<file path="config.mk">
export PLATFORM = sky130hd
export DESIGN_NAME = dmem_access_ctrl
export DESIGN_NICKNAME = d
export VERILOG_FILES = /design/src/rtl/dmem_access_ctrl.sv
export SDC_FILE = /design/constraint.sdc
export NUM_CORES = 1
export LEC_CHECK = 0
export ABC_AREA = 1
export BUFFER_PORTS_ARGS = -buffer_cell sky130_fd_sc_hd__buf_2
export CAP_MARGIN = 20
export CORE_UTILIZATION = 50
export DETAILED_ROUTE_END_ITERATION = 12
export HOLD_SLACK_MARGIN = 0.05
export PLACE_DENSITY = 0.8
export SETUP_SLACK_MARGIN = 0.15
export SLEW_MARGIN = 20
export SYNTH_ARGS = -nofsm -noshare
export SYNTH_HDL_FRONTEND = slang
export SYNTH_SLANG_ARGS = --single-unit
</file>
<file path="constraint.sdc">
create_clock -name clk -period 3.7 [get_ports clk]
set_clock_uncertainty 0.15 [all_clocks]
set_input_delay 0.555 -clock clk [delete_from_list [all_inputs] [get_ports clk]]
set_output_delay 0.555 -clock clk [all_outputs]
set_load 0.02 [all_outputs]
</file>
<file path="src/rtl/dmem_access_ctrl.sv">
// Data-memory access controller: turns EX/MEM load/store requests into a single
// outstanding req/ack bus transaction, stalls the pipeline, and extends load data.
module dmem_access_ctrl #(
   parameter int ADDR_W  = 32,
   parameter int TIMEOUT = 15
) (
   input  logic              clk,
   input  logic              rst_n,
   input  logic              memread_ex_mem,
   input  logic              memwrite_ex_mem,
   input  logic [2:0]        size_ex_mem,
   input  logic [ADDR_W-1:0] addr_ex_mem,
   input  logic [31:0]       wdata_ex_mem,
   output logic              mem_busy,
   output logic              rdata_valid,
   output logic [31:0]       rdata,
   output logic              misalign,
   output logic              bus_err,
   output logic              bus_req,
   output logic              bus_we,
   output logic [ADDR_W-1:0] bus_addr,
   output logic [3:0]        bus_be,
   output logic [31:0]       bus_wdata,
   input  logic              bus_ack,
   input  logic [31:0]       bus_rdata
);

   typedef enum logic [1:0] {
      S_IDLE = 2'd0,
      S_REQ  = 2'd1,
      S_DONE = 2'd2
   } state_t;

   localparam logic [7:0] TIMEOUT_CNT = 8'(TIMEOUT);

   state_t            state_q, state_d;
   logic [7:0]        cnt_q;
   logic [2:0]        size_q;
   logic [1:0]        off_q;
   logic              we_q;
   logic [ADDR_W-1:0] addr_q;
   logic [3:0]        be_q;
   logic [31:0]       wdata_q;
   logic              rdata_valid_q;
   logic              bus_err_q;
   logic [31:0]       rdata_q;

   logic              req_any;
   logic              misaligned;
   logic              start;
   logic              timed_out;
   logic              finish;
   logic [3:0]        be_d;
   logic [31:0]       wdata_d;
   logic [7:0]        lane_b;
   logic [15:0]       lane_h;
   logic [31:0]       load_ext;

   // ------------------------------------------------------------------
   // Request decode
   // ------------------------------------------------------------------
   assign req_any = memread_ex_mem | memwrite_ex_mem;

   // NOTE: every signal driven in always_comb gets a default first so no latch is inferred.
   always_comb begin
      misaligned = 1'b0;
      be_d       = 4'b1111;
      wdata_d    = wdata_ex_mem;
      unique case (size_ex_mem)
         3'b000, 3'b100: begin
            be_d    = 4'b0001 << addr_ex_mem[1:0];
            wdata_d = {4{wdata_ex_mem[7:0]}};
         end
         3'b001, 3'b101: begin
            misaligned = addr_ex_mem[0];
            be_d       = addr_ex_mem[1] ? 4'b1100 : 4'b0011;
            wdata_d    = {2{wdata_ex_mem[15:0]}};
         end
         default: misaligned = (addr_ex_mem[1:0] != 2'b00);
      endcase
      if (!memwrite_ex_mem) be_d = 4'b1111;
   end

   // Gated with rst_n so the combinational stall and pulse drop with reset too.
   assign start    = rst_n & (state_q == S_IDLE) & req_any & ~misaligned;
   assign misalign = rst_n & (state_q == S_IDLE) & req_any & misaligned;

   assign timed_out = (state_q == S_REQ) & ~bus_ack & (cnt_q == TIMEOUT_CNT);
   assign finish    = (state_q == S_REQ) & (bus_ack | timed_out);

   // ------------------------------------------------------------------
   // FSM
   // ------------------------------------------------------------------
   always_comb begin
      state_d = state_q;
      unique case (state_q)
         S_IDLE:  if (start) state_d = S_REQ;
         S_REQ:   if (finish) state_d = S_DONE;
         S_DONE:  state_d = S_IDLE;
         default: state_d = S_IDLE;
      endcase
   end

   // NOTE: sequential state uses non-blocking assignments so all registers update together.
   always_ff @(posedge clk or negedge rst_n) begin
      if (!rst_n) begin
         state_q <= S_IDLE;
         cnt_q   <= '0;
      end else begin
         state_q <= state_d;
         if (state_q == S_REQ && !bus_ack) cnt_q <= cnt_q + 8'd1;
         else if (state_q == S_IDLE)       cnt_q <= '0;
      end
   end

   // ------------------------------------------------------------------
   // Latched transaction fields
   // ------------------------------------------------------------------
   always_ff @(posedge clk or negedge rst_n) begin
      if (!rst_n) begin
         we_q    <= 1'b0;
         size_q  <= '0;
         off_q   <= '0;
         addr_q  <= '0;
         be_q    <= '0;
         wdata_q <= '0;
      end else if (start) begin
         we_q    <= memwrite_ex_mem;
         size_q  <= size_ex_mem;
         off_q   <= addr_ex_mem[1:0];
         addr_q  <= {addr_ex_mem[ADDR_W-1:2], 2'b00};
         be_q    <= be_d;
         wdata_q <= wdata_d;
      end
   end

   // ------------------------------------------------------------------
   // Load extraction
   // ------------------------------------------------------------------
   always_comb begin
      lane_b   = bus_rdata[7:0];
      lane_h   = off_q[1] ? bus_rdata[31:16] : bus_rdata[15:0];
      load_ext = bus_rdata;
      unique case (off_q)
         2'd0: lane_b = bus_rdata[7:0];
         2'd1: lane_b = bus_rdata[15:8];
         2'd2: lane_b = bus_rdata[23:16];
         2'd3: lane_b = bus_rdata[31:24];
         default: lane_b = bus_rdata[7:0];
      endcase
      unique case (size_q)
         3'b000:  load_ext = {{24{lane_b[7]}}, lane_b};
         3'b100:  load_ext = {24'd0, lane_b};
         3'b001:  load_ext = {{16{lane_h[15]}}, lane_h};
         3'b101:  load_ext = {16'd0, lane_h};
         default: load_ext = bus_rdata;
      endcase
   end

   // Completion flags are registered on the REQ->DONE edge, so they are high exactly in DONE.
   always_ff @(posedge clk or negedge rst_n) begin
      if (!rst_n) begin
         rdata_valid_q <= 1'b0;
         bus_err_q     <= 1'b0;
         rdata_q       <= '0;
      end else begin
         rdata_valid_q <= finish & ~we_q;
         bus_err_q     <= timed_out;
         if (finish && !we_q) rdata_q <= timed_out ? 32'd0 : load_ext;
      end
   end

   // ------------------------------------------------------------------
   // Outputs
   // ------------------------------------------------------------------
   assign bus_req     = (state_q == S_REQ);
   assign mem_busy    = start | bus_req;
   assign bus_we      = we_q;
   assign bus_addr    = addr_q;
   assign bus_be      = be_q;
   assign bus_wdata   = wdata_q;
   assign rdata_valid = rdata_valid_q;
   assign bus_err     = bus_err_q;
   assign rdata       = rdata_q;

endmodule

</file>
* Yosys cells after proc, flatten, opt, wreduce, memory -nomap -nowiden
Cells that the tools add are included. W data, S select, Z words.
Operators by class: add/subtract/negate cells 1, eq/ne operators 13, shifts and indexed selects 1, muxes and demuxes 14, bitwise gates (word level) 14, reductions and logical operators 13
Operators by type and width (number):
- $pmux W32 S4 | 1
- $pmux W32 S2 | 1
- $mux W32 | 1
- $pmux W8 S4 | 1
- $mux W16 | 1
- $mux W8 | 2
- $eq A3 B3 Y1 const B | 4
- $add A8 B1 Y8 const B | 1
- $and A1 B1 Y1 | 8
- $eq A8 B4 Y1 const B | 1
- $mux W4 | 2
- $pmux W4 S2 | 1
- $eq A3 B1 Y1 const B | 2
- $logic_not A3 Y1 | 2
- $eq A2 B1 Y1 const B | 2
- $eq A2 B2 Y1 const B | 2
- $logic_not A2 Y1 | 2
- $mux W2 | 2
- $pmux W2 S2 | 1
- $reduce_bool A2 Y1 | 2
- $reduce_or A2 Y1 | 2
- $shl A1 B2 Y4 const A | 1
- $not A1 Y1 | 3
- $or A1 B1 Y1 | 3
- 6 further kinds | 8
Word-level totals: register bits 116, input port bits 104, output and inout port bits 106, logic and storage cells 67

* Logic depth before layout (Yosys ltp)
Gate-level depths: netlist of run 1.
depth in word-level cells 7, mapped depth 11, mapped depth without buffers 9

* Least setup slack after synthesis of run 1
No wires, ideal clock.
path kind input-to-output, start point input port size_ex_mem[1], end point output port misalign, data arrival time 1.606 ns, data required time 2.995 ns, setup slack 1.389 ns, stages on the path 5, buffers on the path 1, path through buf_4 -> inv_2 -> o21ai_2 -> o21ai_2 -> nor4_1
Between the ends: longest elaborated chain between the ends 4, elaborated cells on any way between the ends 8, classes of those cells eq/ne (3); mux (1); bitwise (1); reduce/logical (3)
Ends and longest elaborated chain:
- from (decl) | RTL line 11 | input logic [2:0] size_ex_mem,
- $eq A3 B1 Y1, or another cell as far along | RTL line 69 | unique case (size_ex_mem)
- $reduce_or A2 Y1 | RTL line 69
- $pmux W1 S2 * | RTL line 69
- $and A1 B1 Y1 * | RTL line 86 | assign misalign = rst_n & (state_q == S_IDLE) & req_any & misaligned;
- to (decl) | RTL line 17 | output logic misalign,
Every way passes the cells marked *; elsewhere a longest branch is shown, timed or not.

* Worst setup path after layout of run 1
start point input port size_ex_mem[1], end point output port mem_busy
Between the ends: longest elaborated chain between the ends 6, elaborated cells on any way between the ends 10, classes of those cells eq/ne (3); mux (1); bitwise (3); reduce/logical (3)
Ends and longest elaborated chain:
- $eq A3 B1 Y1, or another cell as far along | RTL line 69
- $reduce_or A2 Y1 | RTL line 69
- $pmux W1 S2 * | RTL line 69
- $not A1 Y1 * | RTL line 85 | assign start = rst_n & (state_q == S_IDLE) & req_any & ~misaligned;
- $and A1 B1 Y1 * | RTL line 85
- $or A1 B1 Y1 * | RTL line 177 | assign mem_busy = start | bus_req;
- to (decl) | RTL line 14 | output logic mem_busy,
Marked as above.

==> results of run 1 <==
-- kinds of logic after synthesis --
family	share of synthesized area, %
DFF	49.5
xor gates and xnor gates	0.299
adders and majority gates	0.213
other	0.0640
AOI/OAI and AO/OA	9.05
and+or+nand+nor	32.2
buffers and inverters	8.69
-- layout make-up --
class	instances	area, um2	share of cell area [%]
Inverter	56	215	2.89
Clock buffer	22	474	6.37
Timing Repair Buffer	211	1070	14.4
Clock inverter	9	151	2.03
Multi-Input combinational cell	561	2450	33.0
Tap cell	143	179	2.40
Sequential cell	116	2900	39.0
-- power by group --
part | internal (uW) | switching (uW)
logic | 632 | 1280
registers | 1680 | 282
clock network | 1170 | 562
total | 3480 | 2120
-- routing by layer --
layer | vias up | global-route usage, %
li1 | 2787 | -
met1 | 2668 | 32.9
met2 | 233 | 42.8
met3 | 32 | 9.94
met4 | 0 | 11.6
met5 | - | 0
-- cell usage in the layout, fill, tap and decap left out, types with 2 or more instances in the layout --
master | netlist | layout
o21ai_2 | 2 | 2
conb_1 | 1 | 2
nand2_4 | 4 | 4
bufinv_16 | 0 | 4
nand2_2 | 3 | 3
a31oi_1 | 5 | 5
dfrtp_1 | 116 | 116
clkbuf_8 | 2 | 3
nor2_4 | 2 | 2
buf_2 | 14 | 206
inv_2 | 6 | 6
nand3_1 | 40 | 40
a21oi_1 | 29 | 29
o21ai_0 | 58 | 58
inv_1 | 48 | 48
clkbuf_16 | 0 | 17
inv_4 | 2 | 2
clkinv_2 | 0 | 3
nor2_1 | 73 | 73
buf_4 | 7 | 5
clkbuf_1 | 7 | 2
nand2_1 | 324 | 324
nor2_2 | 3 | 3
-- how the worst max path moves through the flow --
stage | from | to | slack [ns] | cells past startpoint
floorplan | size_ex_mem[1] | misalign | 1.39 | 5
global placement | size_ex_mem[1] | mem_busy | 0.94 | 7
detailed placement | size_ex_mem[1] | mem_busy | 0.90 | 7
CTS | size_ex_mem[1] | mem_busy | 0.89 | 7
global route | size_ex_mem[1] | mem_busy | 0.69 | 7
finish | size_ex_mem[1] | mem_busy | 0.88 | 7
-- synthesized netlist by cell type (all sizes together) --
master	instances
buf	31
o21ai	61
xor2	1
ha	1
nor4	1
a21oi	29
inv	56
o21bai	1
o22ai	1
dfrtp	116
a31oi	5
nand3b	1
and2	1
clkbuf	10
nand2	331
conb	1
nand3	41
a22o	1
nor3	1
xnor2	1
nor2	79
o31ai	1
nand4	2
-- sequential cells by signal (all words and copies together) (netlist names) --
signal	count
rdata_valid	1
off_q	2
rdata	32
bus_be	4
cnt_q	8
size_q	3
bus_we	1
bus_addr	30
bus_err	1
bus_wdata	32
state_q	2
-- critical path, stage by stage --
cell and delay, ns:
buf_2 0.48, inv_2 0.15, o21ai_2 0.18, o21ai_2 0.09, nand2_4 0.38, nand2_1 0.08, buf_2 0.17
-- per-stage QoR --
stage | total power (uW) | hold WS, ns | instances | worst slack, ns
global placement | 3840 | 0.302 | 1087 | 0.937
global route | 5960 | 0.140 | 1118 | 0.687
floorplan | 3230 | 0.109 | 774 | 1.39
finish | 5610 | 0.101 | 1118 | 0.880
detailed placement | 3880 | 0.311 | 1087 | 0.896
CTS | 5640 | 0.111 | 1118 | 0.892
==> results.md, run 1 <==
- DR WL/cell: 13.9 um
- R2R depth: 7
- Hold_buf cts: 0
- Fin. max-slew vios: 0
- Outcome: finished clean
- Via-to-Cell Ratio: 5.12
- DR DRC count: 0
- Filler cell count: 1002
- Maximum clock rate: 355 MHz
- Final WL: 15.6 mm
- Worst reg2reg endpoint: size_q[2]$_DFFE_PN0P_
- Metal-1 WL: 6.39 mm
- Die area: 0.0122 mm2
- Post-Synthesis Cells: 773
- Post-DP HPWL: 11.1 mm
- Grt ovf: 0
- Pleak: 0.00431 uW
- Pin count of the biggest net entering global routing: 72
- Reg2reg setup slack: 1.55 ns
- Core footprint: 0.0114 mm2
- Initial Utilization: 51.3%
- DR WL met2: 7.32 mm
- RD Place Congestion: 0.930
- Wire length on met3: 1.53 mm
- Placed Area: 0.00682 mm2
- # IOs: 210
- Final hold violation count: 0
- Chip width: 110 um
- Endpoint type of the worst setup path: output pin
- Antenna violations before repair: 1
- Worst EP arrival: 2.12 ns
- Critical path class: input pin to output pin
- Post-route ant nets: 0
- FF-to-FF Start: state_q[1]$_DFFE_PN0P_
- H-tree levels: 4
- Worst hold path type: input pin to asynchronous set/reset pin
- Post-route cell area: 0.00745 mm2
- Pre-Repair DR Iteration Count: 5
- Crit start category: input pin
- Yosys cell types: 38
- Mean Syn Cell Area: 7.58 um2
- Post_cts resized: 0
- Count of state elements after synthesis: 116
- Synth top area share: 49.5%
- Clk pin slew, worst setup/hold paths: 0.05 ns
- Setup-failing EPs final: 0
- Cell accounting for the most synthesized area: dfrtp_1
- Synthesis-to-finish area growth: 27.0%
- Die extent in y: 110 um
- Warnings from Yosys: 0
- First-pass GRT wire length: 24.7 mm
- Post-layout util: 65.2%
- Post-synthesis sequential area ratio: 49.5%
- Clock sink count: 116
- Ant. Diodes: 0
- DR iter-0 viols: 384
- Clk Latency, worst-skew pair: 0.41 ns
- Worst-margin pin slew: 0.967 ns
- Max clock buf depth: 2
- Post-Syn Area: 0.00586 mm2
- Max Cap Violations: 0
- Min cycle time layout: 2.82 ns
- Critical Path RT: 2.99 ns
- Tot GR Track Use: 26.9%
- Fin Setup TNS: 0 ns
- Rows: 39
- Final net count: 1068
- Setup repair after global routing missed its margin: false
- IO Port Bufs: 207
- PwrDens: 753 mW/mm2
- CTS buffer count: 17
- Crit Path Max Fanout: 49
- Layout cells sized above 1: 27.5%
- Via count: 5720
- Synth area leaders: dfrtp_1 50%, nand2_1 21%, o21ai_0 5.0%, nor2_1 4.7%, nand3_1 3.4%
- Top Layer Used: met4
- Post-CTS setup buffer count: 0
- CTS root buf: clkbuf_16
- Slew headroom: 35.5%
- VDD IR max: 394 uV
- Vias in the first global route: 5298
- Period utilization: 76.2%
- TritonCTS clock tree: built
No activity file was read; power rests on OpenSTA's default activity.
==> inputs of run 2 (changes only) <==
Settings changed: CORE_UTILIZATION 50 to 45, PLACE_DENSITY 0.8 to 0.76.
Clock period 3.7 ns to 2.4 ns, I/O delays scaled along.
==> results.md, run 2 (same netlist as run 1, synthesis figures left out) <==
- Outcome: finished clean
- Die area: 0.0135 mm2
- Max Cap Violations: 0
- Final WL: 16.6 mm
- Via-to-Cell Ratio: 4.88
- Maximum clock rate: 470 MHz
- Logic pwr share: 35.2%
- Most used cell, CP: nand2_1
- Antenna violations before repair: 0
- CP Cell Sequence: inv_1 > nand2_1 > nor3_2 > nand2_4 > nand2_1 > buf_2
- PwrDens: 1110 mW/mm2
- DR iter-0 viols: 381
- Pwr Total: 8690 uW
- Critical path class: flip-flop to output pin
- Fin Setup TNS: 0 ns
- Endpoint type of the worst setup path: output pin
- Most frequent cells in the layout: 324 x nand2_1, 206 x buf_2, 116 x dfrtp_1, 73 x nor2_1, 58 x o21ai_0
- CTS root buf: clkbuf_16
- Internal: 5290 uW
- Setup-failing EPs final: 0
- Layout cells sized above 1: 27.2%
- Ant. Diodes: 0
- DR WL/cell: 14.0 um
- Sw power: 3390 uW
- Slowest-stage cell, CP: dfrtp_1
- Vias in the first global route: 5524
- VDD IR max: 679 uV
- Min cycle time layout: 2.13 ns
- Post_cts resized: 0
- Final net count: 1106
- Sequential Power Share: 34.6%
- CTS buffer count: 17
- Initial Utilization: 46.3%
- Worst-margin pin slew: 0.883 ns
- Tot GR Track Use: 25.9%
- H-tree levels: 4
- RD Place Congestion: 0.934
- Final hold violation count: 0
- Worst hold path type: input pin to asynchronous set/reset pin
- Grt ovf: 0
- Post-DP HPWL: 11.3 mm
- Period utilization: 88.6%
- Pleak: 0.00447 uW
- Clock share of power: 30.2%
- Synthesis-to-finish area growth: 34.0%
- Critical Path RT: 1.89 ns
- Post-route ant nets: 0
- Chip width: 116 um
- Clk pin slew, worst setup/hold paths: 0.05 ns
- Die extent in y: 116 um
- Clk Latency, worst-skew pair: 0.42 ns
- Core footprint: 0.0127 mm2
- Worst EP arrival: 1.62 ns
- First-pass GRT wire length: 26.6 mm
- Worst setup margin: 0.272 ns
- Rows: 41
- Net Sw Frac: 39.1%
- Pre-CTS WS: 0.408 ns
- Pin count of the biggest net entering global routing: 93
- Slew headroom: 41.1%
- TritonCTS clock tree: built
- CP peak stage delay: 0.40 ns
- # IOs: 210
- Pre-Repair DR Iteration Count: 5
- Setup repair after global routing missed its margin: false
- Via count: 5783
- DR DRC count: 0
- Max clock buf depth: 2
- Crit start category: flip-flop
- Clock sink count: 116
- IO Port Bufs: 207
- Crit Path Max Fanout: 16
- Fin. max-slew vios: 0
- Most common cell after layout, fill and taps aside: nand2_1
==> run 2: changes by cell type in the layout (fill, tap and decap cells not counted), sizes merged <==
| cell | previous run | this run |
|---|---|---|
| inv | 56 | 59 |
| clkinvlp | 1 | 4 |
| bufinv | 4 | 3 |
| dlygate4sd3 | 0 | 33 |
| buf | 211 | 216 |
| clkbuf | 22 | 18 |
==> run 2: timing repair <==
item / in CTS / in global routing
hold buffers: 33 / 0
hold endpoints to repair: 77 / 0
setup buffers: 0 / 0
==> run 2: through the flow <==
stage	area [um2]	hold slack (ns)	util [%]	std cells
global route	7850	0.0943	62.0	1186
CTS	7850	0.0595	62.0	1186
detailed placement	6910	0.0163	54.5	1121
finish	7850	0.0432	62.0	1186
global placement	6910	0.0170	54.5	1121
floorplan	5870	-0.0856	-	774
==> run 2: worst max-delay path, delay by kind of cell (launching register included) <==
kind / cells / cell delay [ns]
buffers and inverters: 2 / 0.22
DFF: 1 / 0.40
and+or+nand+nor: 4 / 0.58
==> run 2: final timing paths <==
check	depth (start not counted)	slack (ns)	startpoint	endpoint
setup / recovery	6	0.27	state_q[0]$_DFFE_PN0P_	mem_busy
hold / removal	2	0.04	rst_n	off_q[0]$_DFFE_PN0P_
setup reg to reg	7	0.42	state_q[0]$_DFFE_PN0P_	bus_addr[23]$_DFFE_PN0P_
hold reg to reg	2	0.31	rdata[1]$_DFFE_PN0P_	rdata[1]$_DFFE_PN0P_
max in group asynchronous	3	1.17	rst_n	bus_addr[22]$_DFFE_PN0P_
min in group clk	3	0.08	wdata_ex_mem[0]	bus_wdata[0]$_DFFE_PN0P_
==> run 2: area by class of cell <==
class                   instances  area (um2)
multi-input cells             561        2450
fillers                      1129        4820
flip-flops and latches        116        2900
repair buffers                249        1450
well taps                     172         215
inverters                      56         215
clock inverters                14         178
clock buffers                  18         439
==> run 2: power by group through the flow <==
| stage | clock network, uW | logic [uW] | registers [uW] |
|---|---|---|---|
| 2_1_floorplan | 0 | 1300 | 3680 |
| 3_3_place_gp | 0 | 2970 | 3000 |
| 3_5_place_dp | 0 | 3020 | 3000 |
| 4_1_cts | 2660 | 3060 | 2990 |
| 5_1_grt | 2750 | 3410 | 3080 |
| 6_report | 2620 | 3060 | 3000 |
==> run 2: metal layers <==
metal	vias up	global-route usage (%)	wire length, um
met4	0	10.9	362
met3	30	6.95	1320
li1	2866	-	-
met1	2638	33.0	7220
met2	249	41.8	7710
met5	-	0	0
